[src/rtl/regfile_pkg.sv]
// Shared definitions for the integer register file write-back path.
package regfile_pkg;

    localparam int          REG_ADDR_W = 5;
    localparam int          REG_NUM    = 32;
    localparam logic [4:0]  ZERO_REG   = 5'd0;
    localparam int          WB_DATA_W  = 32;

    // Default-width write-back request; wider/narrower datapaths define their own.
    typedef struct packed {
        logic [REG_ADDR_W-1:0] rd;
        logic [WB_DATA_W-1:0]  data;
    } wb_req_t;

endpackage

[src/rtl/wb_skid.sv]
// One-entry hold buffer: accepts a request on valid/ready and keeps it until taken.
module wb_skid
    import regfile_pkg::*;
#(
    parameter type req_t = wb_req_t
) (
    input  logic clk,
    input  logic rst_n,
    input  logic in_valid,
    output logic in_ready,
    input  req_t in_req,
    input  logic take,
    output logic hv,
    output req_t hreq
);

    logic hv_q, hv_d;
    req_t hreq_q, hreq_d;

    // Handshake rule: a transfer happens on a rising edge where in_valid && in_ready.
    // The entry may be refilled in the same cycle it is taken.
    assign in_ready = !hv_q || take;

    always_comb begin
        hv_d   = hv_q;
        hreq_d = hreq_q;
        if (take) begin
            hv_d = 1'b0;
        end
        if (in_valid && in_ready) begin
            hv_d   = 1'b1;
            hreq_d = in_req;
        end
    end

    always_ff @(posedge clk or negedge rst_n) begin
        if (!rst_n) begin
            hv_q   <= 1'b0;
            hreq_q <= '0;
        end else begin
            hv_q   <= hv_d;
            hreq_q <= hreq_d;
        end
    end

    assign hv   = hv_q;
    assign hreq = hreq_q;

endmodule

[src/rtl/regfile_wb_ctrl.sv]
// Serialises ALU and LSU results onto the register file write port and tracks
// pending destinations so decode can stall on RAW hazards.
module regfile_wb_ctrl
    import regfile_pkg::*;
#(
    parameter int DATA_W     = 32,
    parameter int STARVE_MAX = 4
) (
    input  logic                  clk,
    input  logic                  rst_n,
    input  logic                  alu_valid,
    output logic                  alu_ready,
    input  logic [REG_ADDR_W-1:0] alu_rd,
    input  logic [DATA_W-1:0]     alu_data,
    input  logic                  lsu_valid,
    output logic                  lsu_ready,
    input  logic [REG_ADDR_W-1:0] lsu_rd,
    input  logic [DATA_W-1:0]     lsu_data,
    input  logic                  issue_valid,
    input  logic [REG_ADDR_W-1:0] issue_rd,
    input  logic [REG_ADDR_W-1:0] chk_rs1,
    input  logic [REG_ADDR_W-1:0] chk_rs2,
    output logic                  busy_rs1,
    output logic                  busy_rs2,
    output logic                  we,
    output logic [REG_ADDR_W-1:0] waddr,
    output logic [DATA_W-1:0]     wdata,
    output logic                  err
);

    typedef struct packed {
        logic [REG_ADDR_W-1:0] rd;
        logic [DATA_W-1:0]     data;
    } req_t;

    localparam logic [3:0] STARVE_LIM = 4'(STARVE_MAX);

    logic alu_hv, lsu_hv;
    req_t alu_hreq, lsu_hreq;
    logic grant_alu, grant_lsu, any_grant;
    req_t win;

    logic [3:0]                  alu_wait_q, alu_wait_d;
    logic                        we_q, we_d;
    logic [REG_ADDR_W-1:0]       waddr_q, waddr_d;
    logic [DATA_W-1:0]           wdata_q, wdata_d;
    logic [REG_NUM-1:0]          pend_q, pend_d;
    logic                        err_q, err_d;

    wb_skid #(.req_t(req_t)) u_alu_skid (
        .clk      (clk),
        .rst_n    (rst_n),
        .in_valid (alu_valid),
        .in_ready (alu_ready),
        .in_req   ({alu_rd, alu_data}),
        .take     (grant_alu),
        .hv       (alu_hv),
        .hreq     (alu_hreq)
    );

    wb_skid #(.req_t(req_t)) u_lsu_skid (
        .clk      (clk),
        .rst_n    (rst_n),
        .in_valid (lsu_valid),
        .in_ready (lsu_ready),
        .in_req   ({lsu_rd, lsu_data}),
        .take     (grant_lsu),
        .hv       (lsu_hv),
        .hreq     (lsu_hreq)
    );

    // LSU wins by default; a waiting ALU result is forced through once it has lost STARVE_MAX times.
    always_comb begin
        grant_alu = alu_hv && (!lsu_hv || (alu_wait_q == STARVE_LIM));
        grant_lsu = lsu_hv && !grant_alu;
        any_grant = grant_alu || grant_lsu;
        win       = grant_alu ? alu_hreq : lsu_hreq;
    end

    always_comb begin
        alu_wait_d = alu_wait_q;
        if (!alu_hv || grant_alu) begin
            alu_wait_d = 4'd0;
        end else if (alu_wait_q != STARVE_LIM) begin
            alu_wait_d = alu_wait_q + 4'd1;
        end
    end

    always_comb begin
        we_d    = any_grant && (win.rd != ZERO_REG);
        waddr_d = any_grant ? win.rd : waddr_q;
        wdata_d = any_grant ? win.data : wdata_q;
    end

    // Set is applied after clear so a re-issued rd stays pending for its newer producer.
    always_comb begin
        pend_d = pend_q;
        if (we_q) begin
            pend_d[waddr_q] = 1'b0;
        end
        if (issue_valid && (issue_rd != ZERO_REG)) begin
            pend_d[issue_rd] = 1'b1;
        end
        pend_d[0] = 1'b0;
    end

    always_comb begin
        err_d = err_q || (we_q && !pend_q[waddr_q]);
    end

    always_ff @(posedge clk or negedge rst_n) begin
        if (!rst_n) begin
            alu_wait_q <= 4'd0;
            we_q       <= 1'b0;
            waddr_q    <= '0;
            wdata_q    <= '0;
            pend_q     <= '0;
            err_q      <= 1'b0;
        end else begin
            alu_wait_q <= alu_wait_d;
            we_q       <= we_d;
            waddr_q    <= waddr_d;
            wdata_q    <= wdata_d;
            pend_q     <= pend_d;
            err_q      <= err_d;
        end
    end

    // The register file forwards a same-cycle write to its read ports, so the retiring rd is not busy.
    always_comb begin
        busy_rs1 = (chk_rs1 != ZERO_REG) && pend_q[chk_rs1] && !(we_q && (waddr_q == chk_rs1));
        busy_rs2 = (chk_rs2 != ZERO_REG) && pend_q[chk_rs2] && !(we_q && (waddr_q == chk_rs2));
    end

    assign we    = we_q;
    assign waddr = waddr_q;
    assign wdata = wdata_q;
    assign err   = err_q;

endmodule

[config.mk]
export PLATFORM = sky130hd
export DESIGN_NAME = regfile_wb_ctrl
export DESIGN_NICKNAME = d
export VERILOG_FILES = /design/src/rtl/regfile_pkg.sv /design/src/rtl/wb_skid.sv /design/src/rtl/regfile_wb_ctrl.sv
export SDC_FILE = /design/constraint.sdc
export NUM_CORES = 1
export LEC_CHECK = 0
export ABC_AREA = 1
export BUFFER_PORTS_ARGS = -buffer_cell sky130_fd_sc_hd__buf_2
export CORE_MARGIN = 4
export CORE_UTILIZATION = 50
export CTS_BUF_LIST = sky130_fd_sc_hd__clkbuf_2
export DETAILED_ROUTE_END_ITERATION = 8
export GPL_ROUTABILITY_DRIVEN = 1
export PLACE_DENSITY = 0.73
export SYNTH_ARGS = -nofsm -noshare
export SYNTH_HDL_FRONTEND = slang
export SYNTH_HIERARCHICAL = 1
export SYNTH_SLANG_ARGS = --single-unit
[constraint.sdc]
create_clock -name clk -period 2.15 [get_ports clk]
set_input_delay 0.1075 -clock clk [delete_from_list [all_inputs] [get_ports clk]]
set_output_delay 0.1075 -clock clk [all_outputs]
set_load 0.005 [all_outputs]
======== After elaboration in Yosys (flattened, before gate mapping) ========
Index checks and enable logic that the tools add are counted.
cells by class
  shift-type cells ........................ 0
  muxes and demuxes ....................... 19
  eq/ne operators ......................... 4
  div/mod/pow operators ................... 0
  bitwise gates (word level) .............. 3
  $lt $le $gt $ge ......................... 6
  multipliers ............................. 0
  reduce and logical (&&, ||, !) cells .... 33
  add/subtract/negate cells ............... 1
operators by type and width
  kind                 count
  $mux 32              2
  $mux 37              1
  $and 32x32->32       1
  $not 32->32          1
  $or 32x32->32        1
  $lt 5x6->1 const B   4
  $reduce_bool 5->1    4
  $bmux 1 s5           3
  $logic_and 1x1->1    15
  $demux 1 s5          2
  $eq 5x5->1           2
  $ge 5x1->1 const B   2
  $mux 1               9
  $mux 4               2
  $logic_not 1->1      6
  $reduce_bool 2->1    3
  $logic_or 1x1->1     5
  $add 4x1->4 const B  1
  $eq 4x3->1 const B   1
  $ne 4x3->1 const B   1
word-level totals
  memory bits (read-only) ................. 0
  output and inout bits ................... 43
  register bits ........................... 150
  input port bits ......................... 94
  logic and storage cells ................. 78
  memories ................................ 0
  latch bits .............................. 0
  RAM bits ................................ 0

======== Longest topological paths before layout ========
Gate-level depths: netlist (run 1).
  depth after elaboration ................. 9
  depth in mapped cells ................... 15

======== Hierarchy ========
The synthesis (run 1) kept the hierarchy.
by module, submodules not included
  module           area an instance (sq um)  cells each  times used  sequential area each (sq um)
  regfile_wb_ctrl  4423.0                    631         1           1851.8
  wb_skid          1521.5                    165         2           950.9

======== Least setup slack after synthesis (run 1) ========
No wires, ideal clock.
  path kind ............................... reg2reg
  from .................................... register alu_wait_q[0]
  to ...................................... register u_lsu_skid.hreq_q, in the netlist u_lsu_skid/hreq[12]
  required time ........................... 2034 ps
  setup time .............................. 116 ps
  path buffers ............................ 3
  slack ................................... 377 ps
  clock period less this slack ............ 1773 ps
  arrival time ............................ 1657 ps
  stages on the path, launching flop included .. 16
  cells stage by stage .................... dfrtp_1 -> inv_1 -> ha_1 -> nand3_1 -> nand2_1 -> nand2_2 -> inv_2 -> buf_6 -> nor2_1 -> inv_2 -> nand2_2 -> nand2_1 -> buf_6 -> buf_6 -> nand2_1 -> nand2_1
between the ends
  longest elaborated chain between the ends .. 7
RTL lines
  item                    RTL line                source
  from (decl)             regfile_wb_ctrl.sv:43   logic [3:0] alu_wait_q, alu_wait_d;
  from (signal assigned)  regfile_wb_ctrl.sv:120  alu_wait_q <= alu_wait_d;
  $eq 4x3->1              regfile_wb_ctrl.sv:74   grant_alu = alu_hv && (!lsu_hv || (alu_wait_q == STARVE_LIM));
  $logic_or 1x1->1        regfile_wb_ctrl.sv:74
  $logic_and 1x1->1       regfile_wb_ctrl.sv:74
  net grant_alu           regfile_wb_ctrl.sv:40   logic grant_alu, grant_lsu, any_grant;
  $logic_not 1->1         regfile_wb_ctrl.sv:75   grant_lsu = lsu_hv && !grant_alu;
  $logic_and 1x1->1       regfile_wb_ctrl.sv:75
  net grant_lsu           regfile_wb_ctrl.sv:40
  $logic_or 1x1->1        wb_skid.sv:22           assign in_ready = !hv_q || take;
  $logic_and 1x1->1       wb_skid.sv:30           if (in_valid && in_ready) begin
  to (signal assigned)    wb_skid.sv:42           hreq_q <= hreq_d;
  to (decl)               wb_skid.sv:18           req_t hreq_q, hreq_d;
The timed path passes the listed nets, and every way through them passes these cells.
A chain may end at the register's enable or synchronous reset.

======== Final worst setup path (run 1) ========
  from .................................... register alu_wait_q[0]
  to ...................................... output lsu_ready
between the ends
  longest elaborated chain between the ends .. 6
RTL lines
  item               RTL line               source
  $eq 4x3->1         regfile_wb_ctrl.sv:74
  $logic_or 1x1->1   regfile_wb_ctrl.sv:74
  $logic_and 1x1->1  regfile_wb_ctrl.sv:74
  $logic_not 1->1    regfile_wb_ctrl.sv:75
  $logic_and 1x1->1  regfile_wb_ctrl.sv:75
  net grant_lsu      regfile_wb_ctrl.sv:40
  $logic_or 1x1->1   wb_skid.sv:22
  to (decl)          regfile_wb_ctrl.sv:16  output logic lsu_ready,
The timed path passes the listed nets, and every way through them passes these cells.

==> metrics.md, run 1 <==
| Metric | Value |
|---|---|
| Status | complete, but fails checks |
| Violated checks | negative setup slack |
| PwrDens | 1370 nW/um2 |
| Post-Route Setup TNS | -0.124 ns |
| Clk slew on worst S/H paths | 0.24 ns |
| Global placer's final weighted congestion | 0.873 |
| Final antenna-violating net count | 0 |
| Overall track demand over capacity in global routing | 28.7% |
| Worst hold stages | 4 |
| Tightest Pin Transition | 0.551 ns |
| Total net switching power | 0.00589 W |
| Peak supply drop | 0.000837 V |
| TritonCTS clock tree | yes |
| Hold Vio Cnt, Final | 0 |
| Top post-synthesis cells by area | sky130_fd_sc_hd__dfrtp_1 (50%), sky130_fd_sc_hd__nand2_1 (16%), sky130_fd_sc_hd__nand3_1 (8.3%), sky130_fd_sc_hd__o21ai_0 (5.4%), sky130_fd_sc_hd__nor2_1 (4.2%) |
| Maximum clock rate | 446 MHz |
| Number of max-slew violations in the final report | 0 |
| Number of library cell types mapped by synthesis | 29 |
| Part of the power in combinational logic | 49.4% |
| Worst hold start | lsu_data[10] |
| Worst r2r dst | u_alu_skid/hreq[18] |
| CP Max Fanout | 3 |
| Synthesized instance count | 961 |
| Overall die area | 17,000 um2 |
| Type of the worst min-delay path | input pin to flop |
| WL/cell | 17.3 um |
| Synth Area per Inst | 7.77 um2 |
| Post-synth EDFFs | 0 |
| Largest net degree at the start of global routing | 57 |
| IO Port Bufs | 136 |
| Die span in y | 130 um |
| DPL Wire Length | 14,100 um |
| Number of synthesis warnings | 6 |
| WP data arrival | 2.14 ns |
| Total overflow reported by the global router | 0 |
| Critical path's largest stage delay | 0.46 ns |
| Reg-to-reg setup timing slack | 0.04 ns |
| Cell area after synthesis | 7470 um2 |
| Wire length of the first global-routing pass | 38,200 um |
| Async S/R FF share, synth | 100% |
| Cell at the slowest stage of the critical path | sky130_fd_sc_hd__dfrtp_1 |
| Initial antenna violation count | 1 |
| Die width | 130 um |
| Insertion delay of the later-clocked pin in the worst-skew pair | 0.73 ns |
| Flip-flop cell with the highest count after synthesis | sky130_fd_sc_hd__dfrtp_1 |
| Most common cell after layout, fill and taps aside | sky130_fd_sc_hd__nand2_1 |
| Area growth, synth to finish | 33.2% |
| Via count of the routed design | 7,866 |
| Clock net sink count | 150 |
| Relative contribution of sequential cells to total power | 38.0% |
| Fraction of layout cells with a size suffix above 1 | 21.6% |
| Power consumption | 0.0136 W |
| CTS H-tree lvls | 4 |
| Total wirelength of the detailed-routed design | 24,500 um |
| Final net count | 1,314 |
| Switch share | 43.4% |
| Setup repair after global routing missed its margin | yes |
| Library cell with the largest summed area after synthesis | sky130_fd_sc_hd__dfrtp_1 |
| Cell breakdown of the critical path | inv_1 > ha_2 > nand3_2 > nand2_2 > nand2_4 > inv_4 > nor2_2 > inv_2 > nand2_4 > buf_12 > buf_6 |
| Crit path capture type | primary output |
| Net Count, Synth | 1,057 |
| Final-report setup violation count | 2 |
| Initial DRC Count | 819 |
| Starting Density | 51.2% |
| Worst Hold Path EP | u_lsu_skid/hreq[10] |
| Internal power | 0.00769 W |
| Number of cell rows | 44 |
| Mean number of vias per cell | 5.56 |
| Reg2reg start | alu_wait_q[0] |
| Num ports | 137 |
| Logic depth of the worst register-to-register path | 13 |
| Type of element launching the critical path | flop |
| Share of Yosys cell area claimed by the top area cell type | 50.3% |
| Drt pass-1 iters | 6 |
| Longest Clk Path Bufs | 2 |
| Lkg Pwr | 5.06 nW |
| Sequential share of the synthesized area | 50.3% |
| Tightest slew margin relative to the limit | 63.1% |
| Part of the cycle the worst path needs | 104% |
| Minimum period implied by the final worst setup slack | 2.24 ns |
| Area of the core | 14,600 um2 |
| CP dominant cell by count | sky130_fd_sc_hd__nand2_4 |
| Setup Crit Path Kind | flop to primary output |
| WP data required | 2.04 ns |
| Post-synthesis sequential element count | 150 |
| Clock network fraction of design power | 12.5% |
| Number of max-cap violations | 0 |
| Via count of the first global-routing pass | 7,792 |
| Clock Tree Root | sky130_fd_sc_hd__clkbuf_2 |
| Worst setup margin | -0.0932 ns |
| Top library cells by usage in the layout, fill and taps aside | sky130_fd_sc_hd__nand2_1 (320), sky130_fd_sc_hd__dfrtp_1 (145), sky130_fd_sc_hd__buf_2 (133) |
| Number of CTS-inserted buffers | 17 |
| Number of design rule violations left after detail routing | 0 |
| Max Clock Skew | 0.0407 ns |
[layer usage]
metal,GRT usage (%),wire length [um],up-vias
met1,36.3,9710,3713
li1,-,-,3640
met5,0,0,-
met2,47.7,12000,444
met4,12.0,744,0
met3,6.30,2040,69
[how the worst max path moves through the flow]
stage / from / to / slack [ns] / cells past startpoint
after floorplan: alu_wait_q[0] / u_lsu_skid/hreq[12] / 0.38 / 15
after global placement: alu_wait_q[0] / we / 0.41 / 11
after detailed placement: alu_wait_q[0] / u_lsu_skid/hreq[6] / 0.35 / 13
after CTS: alu_wait_q[0] / lsu_ready / -0.04 / 11
after global routing: alu_wait_q[0] / lsu_ready / -0.25 / 11
final: alu_wait_q[0] / lsu_ready / -0.09 / 11
[sequential cells by signal (all words and copies together), names as in the netlist]
name	flops
we	1
pend_q	31
u_alu_skid/hreq	37
u_alu_skid/hv	1
u_lsu_skid/hv	1
err	1
alu_wait_q	4
waddr	5
u_lsu_skid/hreq	37
wdata	32
[what timing repair did]
item,4_1_cts,5_1_grt
cloned,1,1
setup buffers,10,21
setup endpoints to repair,3,58
endpoints found under the hold margin,256,0
pin swaps,2,21
gates resized for setup,16,39
hold buffers,125,0
[metrics by stage]
stage	hold WS, ns	utilization (%)	worst slack [ns]	cell area, um2	instances
after detailed placement	0.105	56.4	0.345	8230	1252
after global routing	0.0546	68.2	-0.252	9950	1416
after global placement	0.106	56.4	0.413	8230	1252
after CTS	0.0702	68.0	-0.0435	9910	1420
after floorplan	-0.188	-	0.377	7470	961
final	0.102	68.2	-0.0932	9950	1416
[power by group through the flow]
| stage | logic [W] | registers [W] | clock network, W |
|---|---|---|---|
| finish | 0.00672 | 0.00517 | 0.00170 |
| global placement | 0.00504 | 0.00515 | 0 |
| CTS | 0.00595 | 0.00511 | 0.00170 |
| detailed placement | 0.00520 | 0.00516 | 0 |
| global route | 0.00743 | 0.00531 | 0.00186 |
| floorplan | 0.00374 | 0.00492 | 0 |
[logic make-up (layout without fill, tap and decap cells)]
family	count (synthesis)	in the layout	synth area share, %
fa+ha+maj	2	2	0.335
compound gates	133	133	10.3
flops	150	150	50.3
other cells	0	1	0
simple gates	553	553	30.5
buf+inv	119	389	8.13
xor+xnor	4	4	0.469
[critical path, delay by kind of cell (launching register included)]
family / cells / cell delay [ns]
AND/OR/NAND/NOR: 5 / 0.31
adder cells (fa/ha/maj): 1 / 0.17
buffers and inverters: 5 / 0.46
flip-flops: 1 / 0.46
[cell usage after synthesis (2+ instances only)]
library cell / number
sky130_fd_sc_hd__a21oi_1: 2
sky130_fd_sc_hd__buf_2: 21
sky130_fd_sc_hd__buf_4: 7
sky130_fd_sc_hd__buf_6: 14
sky130_fd_sc_hd__clkbuf_1: 8
sky130_fd_sc_hd__dfrtp_1: 150
sky130_fd_sc_hd__ha_1: 2
sky130_fd_sc_hd__inv_1: 60
sky130_fd_sc_hd__inv_2: 8
sky130_fd_sc_hd__nand2_1: 324
sky130_fd_sc_hd__nand2_2: 5
sky130_fd_sc_hd__nand3_1: 124
sky130_fd_sc_hd__nand4_1: 3
sky130_fd_sc_hd__nor2_1: 83
sky130_fd_sc_hd__nor3_1: 9
sky130_fd_sc_hd__o211ai_1: 4
sky130_fd_sc_hd__o21ai_0: 81
sky130_fd_sc_hd__o21ai_1: 5
sky130_fd_sc_hd__o22ai_1: 7
sky130_fd_sc_hd__o31ai_1: 32
sky130_fd_sc_hd__or2_2: 2
sky130_fd_sc_hd__xnor2_1: 3
[final cells by class]
cell class              instances  area (um2)
flip-flops and latches        150        3760
repair buffers                288        2250
diodes                          1        2.50
multi-input cells             692        3180
inverters                      69         267
well taps                     184         230
fillers                      1118        4640
clock buffers                  20         100
clock inverters                12         153
Power figures use the tool's default switching activity.
==> run 2, diff against run 1 <==
- RECOVER_POWER: default -> 100
==> metrics.md, run 2 (same netlist as run 1, synthesis figures left out) <==
| Metric | Value |
|---|---|
| Violated checks | negative setup slack |
| Worst setup margin | -0.0941 ns |
| WP data arrival | 2.14 ns |
| Minimum period implied by the final worst setup slack | 2.24 ns |
| Top library cells by usage in the layout, fill and taps aside | sky130_fd_sc_hd__nand2_1 (320), sky130_fd_sc_hd__dfrtp_1 (145), sky130_fd_sc_hd__buf_2 (134) |
| Tightest Pin Transition | 1.28 ns |
| Tightest slew margin relative to the limit | 15.0% |
| Post-Place Cells | 1,252 |
| Fraction of layout cells with a size suffix above 1 | 21.4% |
| Setup repair after global routing missed its margin | yes |
| Total overflow reported by the global router | 0 |
| Most common cell after layout, fill and taps aside | sky130_fd_sc_hd__nand2_1 |
| Post-layout instance count excluding filler cells | 1,416 |
| Number of cell rows | 44 |
| DPL Wire Length | 14,100 um |
| Number of design rule violations left after detail routing | 0 |
| Maximum clock rate | 446 MHz |
| Setup Crit Path Kind | flop to primary output |
| Wire length of the first global-routing pass | 38,200 um |
| Final antenna-violating net count | 0 |
| CP Max Fanout | 3 |
| Clk slew on worst S/H paths | 0.24 ns |
| Area of the core | 14,600 um2 |
| Crit path capture type | primary output |
| Longest Clk Path Bufs | 2 |
| Number of max-slew violations in the final report | 0 |
| Largest net degree at the start of global routing | 57 |
| TritonCTS clock tree | yes |
| Area growth, synth to finish | 32.5% |
| Global placer's final weighted congestion | 0.873 |
| Placed standard-cell area | 8230 um2 |
| Lkg Pwr | 5.04 nW |
| CTS H-tree lvls | 4 |
| Via count of the first global-routing pass | 7,792 |
| IO Port Bufs | 136 |
| Overall track demand over capacity in global routing | 28.7% |
| Die width | 130 um |
| Type of the worst min-delay path | input pin to flop |
| Design area | 9900 um2 |
| Initial antenna violation count | 1 |
| Die span in y | 130 um |
| Num ports | 137 |
| Final-report setup violation count | 2 |
| Power consumption | 0.0136 W |
| Insertion delay of the later-clocked pin in the worst-skew pair | 0.73 ns |
| Final net count | 1,314 |
| Total wirelength of the detailed-routed design | 24,500 um |
| WP data required | 2.04 ns |
| Type of element launching the critical path | flop |
| Max Clock Skew | 0.0409 ns |
| Clock net sink count | 150 |
| Overall die area | 17,000 um2 |
| Number of max-cap violations | 0 |
| Initial DRC Count | 777 |
| Number of CTS-inserted buffers | 17 |
| WL/cell | 17.3 um |
| Part of the cycle the worst path needs | 104% |
| Via count of the routed design | 7,890 |
| Clock Tree Root | sky130_fd_sc_hd__clkbuf_2 |
| Drt pass-1 iters | 8 |
| Starting Density | 51.2% |
| Hold Vio Cnt, Final | 0 |
| Peak supply drop | 0.000834 V |
| PwrDens | 1370 nW/um2 |
| Mean number of vias per cell | 5.57 |
| Status | complete, but fails checks |
[run 2: per-stage QoR]
stage	setup TNS [ns]	hold WS (ns)	setup WS [ns]	utilization [%]
6_report	-0.125	0.110	-0.0941	67.8
3_5_place_dp	0	0.105	0.345	56.4
2_1_floorplan	0	-0.188	0.377	-
4_1_cts	-0.0435	0.0702	-0.0435	68.0
3_3_place_gp	0	0.106	0.413	56.4
5_1_grt	-1.34	0.0546	-0.252	67.8
[run 2: final timing paths]
path	cells past startpoint	endpoint	slack (ns)	startpoint
max in group asynchronous	4	waddr[0]	0.18	rst_n
hold reg to reg	2	err	0.49	err
hold / removal	4	u_lsu_skid/hreq[10]	0.11	lsu_data[10]
min in group asynchronous	4	wdata[28]	0.97	rst_n
setup reg to reg	13	u_alu_skid/hreq[18]	0.02	alu_wait_q[0]
setup / recovery	11	lsu_ready	-0.09	alu_wait_q[0]
[run 2: per-layer routing]
| layer | share of wire [%] | global-route usage [%] | wire, um |
|---|---|---|---|
| met2 | 49 | 47.7 | 12000 |
| met3 | 8.1 | 6.30 | 1970 |
| met5 | 0 | 0 | 0 |
| met1 | 40 | 36.3 | 9750 |
| met4 | 3.2 | 12.0 | 774 |
[run 2: layout make-up]
| cell class | instances | area, um2 |
|---|---|---|
| Antenna cell | 1 | 2.50 |
| Sequential cell | 150 | 3760 |
| Tap cell | 184 | 230 |
| Clock buffer | 20 | 100 |
| Clock inverter | 12 | 153 |
| Timing Repair Buffer | 288 | 2200 |
| Inverter | 69 | 267 |
| Fill cell | 1124 | 4690 |
| Multi-Input combinational cell | 692 | 3180 |
[run 2: repair_timing]
action                                 CTS  global route
gates cloned                             1             1
pin swaps                                2            21
setup endpoints to repair                3            58
endpoints found under the hold margin  256             0
hold buffers                           125             0
gates resized for setup                 16            39
buffers inserted                        10            21
[run 2: where the power goes]
part           switching (W)  total, W  internal [W]
logic                0.00388   0.00671       0.00283
registers           0.000980   0.00517       0.00419
clock network        0.00104   0.00170      0.000663
[run 2: critical path: stages (launching register included)]
cell and delay [ns]:
sky130_fd_sc_hd__dfrtp_1 0.47, sky130_fd_sc_hd__inv_1 0.07, sky130_fd_sc_hd__ha_2 0.17, sky130_fd_sc_hd__nand3_2 0.07
sky130_fd_sc_hd__nand2_2 0.09, sky130_fd_sc_hd__nand2_4 0.06, sky130_fd_sc_hd__inv_4 0.08, sky130_fd_sc_hd__nor2_2 0.04
sky130_fd_sc_hd__inv_2 0.06, sky130_fd_sc_hd__nand2_4 0.05, sky130_fd_sc_hd__buf_12 0.14, sky130_fd_sc_hd__buf_6 0.11
==> run 3, diff against run 2 <==
--- a/config.mk
+++ b/config.mk
@@ -10,5 +10,4 @@
 export CORE_MARGIN = 4
 export CORE_UTILIZATION = 50
-export CTS_BUF_LIST = sky130_fd_sc_hd__clkbuf_2
 export DETAILED_ROUTE_END_ITERATION = 8
 export GPL_ROUTABILITY_DRIVEN = 1
==> constraint.sdc (replaced) <==
create_clock -name clk -period 2.15 [get_ports clk]
set_input_delay 0.215 -clock clk [delete_from_list [all_inputs] [get_ports clk]]
set_output_delay 0.215 -clock clk [all_outputs]
set_load 0.005 [all_outputs]
==> metrics.md, run 3 (same netlist as run 1, synthesis figures left out) <==
| Metric | Value |
|---|---|
| Post-Route Setup TNS | 0 ns |
| Maximum clock rate | 491 MHz |
| Tightest Pin Transition | 1.65 ns |
| Power consumption | 0.0137 W |
| WL/cell | 15.7 um |
| Clk slew on worst S/H paths | 0.06 ns |
| Total overflow reported by the global router | 0 |
| Overall die area | 17,000 um2 |
| Insertion delay of the later-clocked pin in the worst-skew pair | 0.42 ns |
| Die width | 130 um |
| Crit path capture type | primary output |
| Violated checks | max-capacitance violations, max-slew violations |
| Fraction of layout cells with a size suffix above 1 | 16.3% |
| Global placer's final weighted congestion | 0.922 |
| Longest Clk Path Bufs | 2 |
| Number of max-cap violations | 1 |
| Placement Setup Slack | 0.356 ns |
| Peak supply drop | 0.000788 V |
| Internal power | 0.00821 W |
| Worst setup margin | 0.112 ns |
| Die span in y | 130 um |
| Antenna diode count | 0 |
| Drt pass-1 iters | 5 |
| Final-report setup violation count | 0 |
| Final antenna-violating net count | 0 |
| Tightest slew margin relative to the limit | -10.2% |
| Setup Crit Path Kind | flop to primary output |
| Number of cell rows | 44 |
| Hold Vio Cnt, Final | 0 |
| Clock network fraction of design power | 23.2% |
| IO Port Bufs | 136 |
| WP data arrival | 1.82 ns |
| PwrDens | 1530 nW/um2 |
| Part of the cycle the worst path needs | 94.8% |
| Type of the worst min-delay path | input pin to flop |
| Max Clock Skew | 0.0109 ns |
| Starting Density | 51.2% |
| WP data required | 1.93 ns |
| Final hold slack | 0.0153 ns |
| Status | complete, but fails checks |
| Total wirelength of the detailed-routed design | 20,300 um |
| Relative contribution of sequential cells to total power | 37.9% |
| Top library cells by usage in the layout, fill and taps aside | sky130_fd_sc_hd__nand2_1 (326), sky130_fd_sc_hd__dfrtp_1 (150), sky130_fd_sc_hd__nand3_1 (124) |
| Largest net degree at the start of global routing | 66 |
| Part of the power in combinational logic | 39.0% |
| Number of max-slew violations in the final report | 64 |
| Via count of the routed design | 6,962 |
| DPL Wire Length | 14,000 um |
| Lkg Pwr | 4.59 nW |
| Via count of the first global-routing pass | 6,703 |
| Most common cell after layout, fill and taps aside | sky130_fd_sc_hd__nand2_1 |
| Type of element launching the critical path | flop |
| Mean number of vias per cell | 5.39 |
| Area growth, synth to finish | 19.6% |
| Met2 track demand over resource | 37.7% |
| Minimum period implied by the final worst setup slack | 2.04 ns |
| Wire length of the first global-routing pass | 32,900 um |
| TritonCTS clock tree | yes |
| Number of CTS-inserted buffers | 17 |
| CTS H-tree lvls | 4 |
| Switch share | 40.1% |
| CP Max Fanout | 28 |
| GRT met1 Usage | 34.0% |
| Number of design rule violations left after detail routing | 0 |
| Clock net sink count | 150 |
| GR met3 Demand/Resource | 4.87% |
| Num ports | 137 |
| Initial DRC Count | 508 |
| Total net switching power | 0.00549 W |
| Initial antenna violation count | 0 |
| Area of the core | 14,600 um2 |
| Final net count | 1,191 |
| Clock Tree Root | sky130_fd_sc_hd__clkbuf_16 |
| Layer carrying the most global-route usage | met2 |
| Overall track demand over capacity in global routing | 24.6% |
## run 3: area by class of cell
type,count,area (um2)
fillers,1302,5660
flip-flops and latches,150,3750
clock inverters,14,199
clock buffers,18,439
inverters,69,262
well taps,184,230
repair buffers,165,932
multi-input cells,692,3110
## run 3: repair_timing
item / CTS / global route
resized for setup: 1 / 3
endpoints found under the hold margin: 61 / 0
buffers inserted: 1 / 4
endpoints found under the setup margin: 2 / 2
hold buffers: 1 / 0
cloned: 1 / 0
## run 3: critical path: stages (launching register included)
cell and delay, ns:
sky130_fd_sc_hd__dfrtp_1 0.39, sky130_fd_sc_hd__inv_1 0.06, sky130_fd_sc_hd__ha_1 0.13, sky130_fd_sc_hd__nand3_1 0.09, sky130_fd_sc_hd__nand2_1 0.09, sky130_fd_sc_hd__nand2_2 0.07, sky130_fd_sc_hd__inv_2 0.11, sky130_fd_sc_hd__inv_2 0.04
sky130_fd_sc_hd__nand2_2 0.09, sky130_fd_sc_hd__buf_12 0.19, sky130_fd_sc_hd__buf_2 0.13
## run 3: metrics by stage
| stage | cell area, um2 | cells | utilization (%) |
|---|---|---|---|
| detailed placement | 8250 | 1253 | 56.5 |
| floorplan | 7470 | 961 | - |
| CTS | 8940 | 1288 | 61.3 |
| global route | 8930 | 1292 | 61.2 |
| global placement | 8250 | 1253 | 56.5 |
| finish | 8930 | 1292 | 61.2 |
## run 3: path summary, 6_finish.rpt
kind / from / endpoint / depth (start not counted) / slack, ns
worst max-delay path: alu_wait_q[1] / alu_ready / 10 / 0.11
worst min-delay path: lsu_data[14] / u_lsu_skid/hreq[14] / 3 / 0.02
worst max register to register: alu_wait_q[1] / wdata[31] / 9 / 0.29
worst min register to register: err / err / 2 / 0.46
max in group asynchronous: rst_n / u_lsu_skid/hreq[7] / 3 / 0.39
min in group asynchronous: rst_n / u_lsu_skid/hreq[13] / 2 / 0.75
## run 3: metal layers
metal / share of wire [%] / up-vias
li1: - / 3395
met3: 6.6 / 45
met5: 0 / -
met2: 47 / 297
met4: 2.8 / 0
met1: 44 / 3225
## run 3: power groups by stage
stage | combinational, W | clock, W | sequential, W
2_1_floorplan | 0.00374 | 0 | 0.00492
3_3_place_gp | 0.00500 | 0 | 0.00518
3_5_place_dp | 0.00515 | 0 | 0.00518
4_1_cts | 0.00532 | 0.00321 | 0.00516
5_1_grt | 0.00610 | 0.00334 | 0.00534
6_report | 0.00534 | 0.00317 | 0.00519
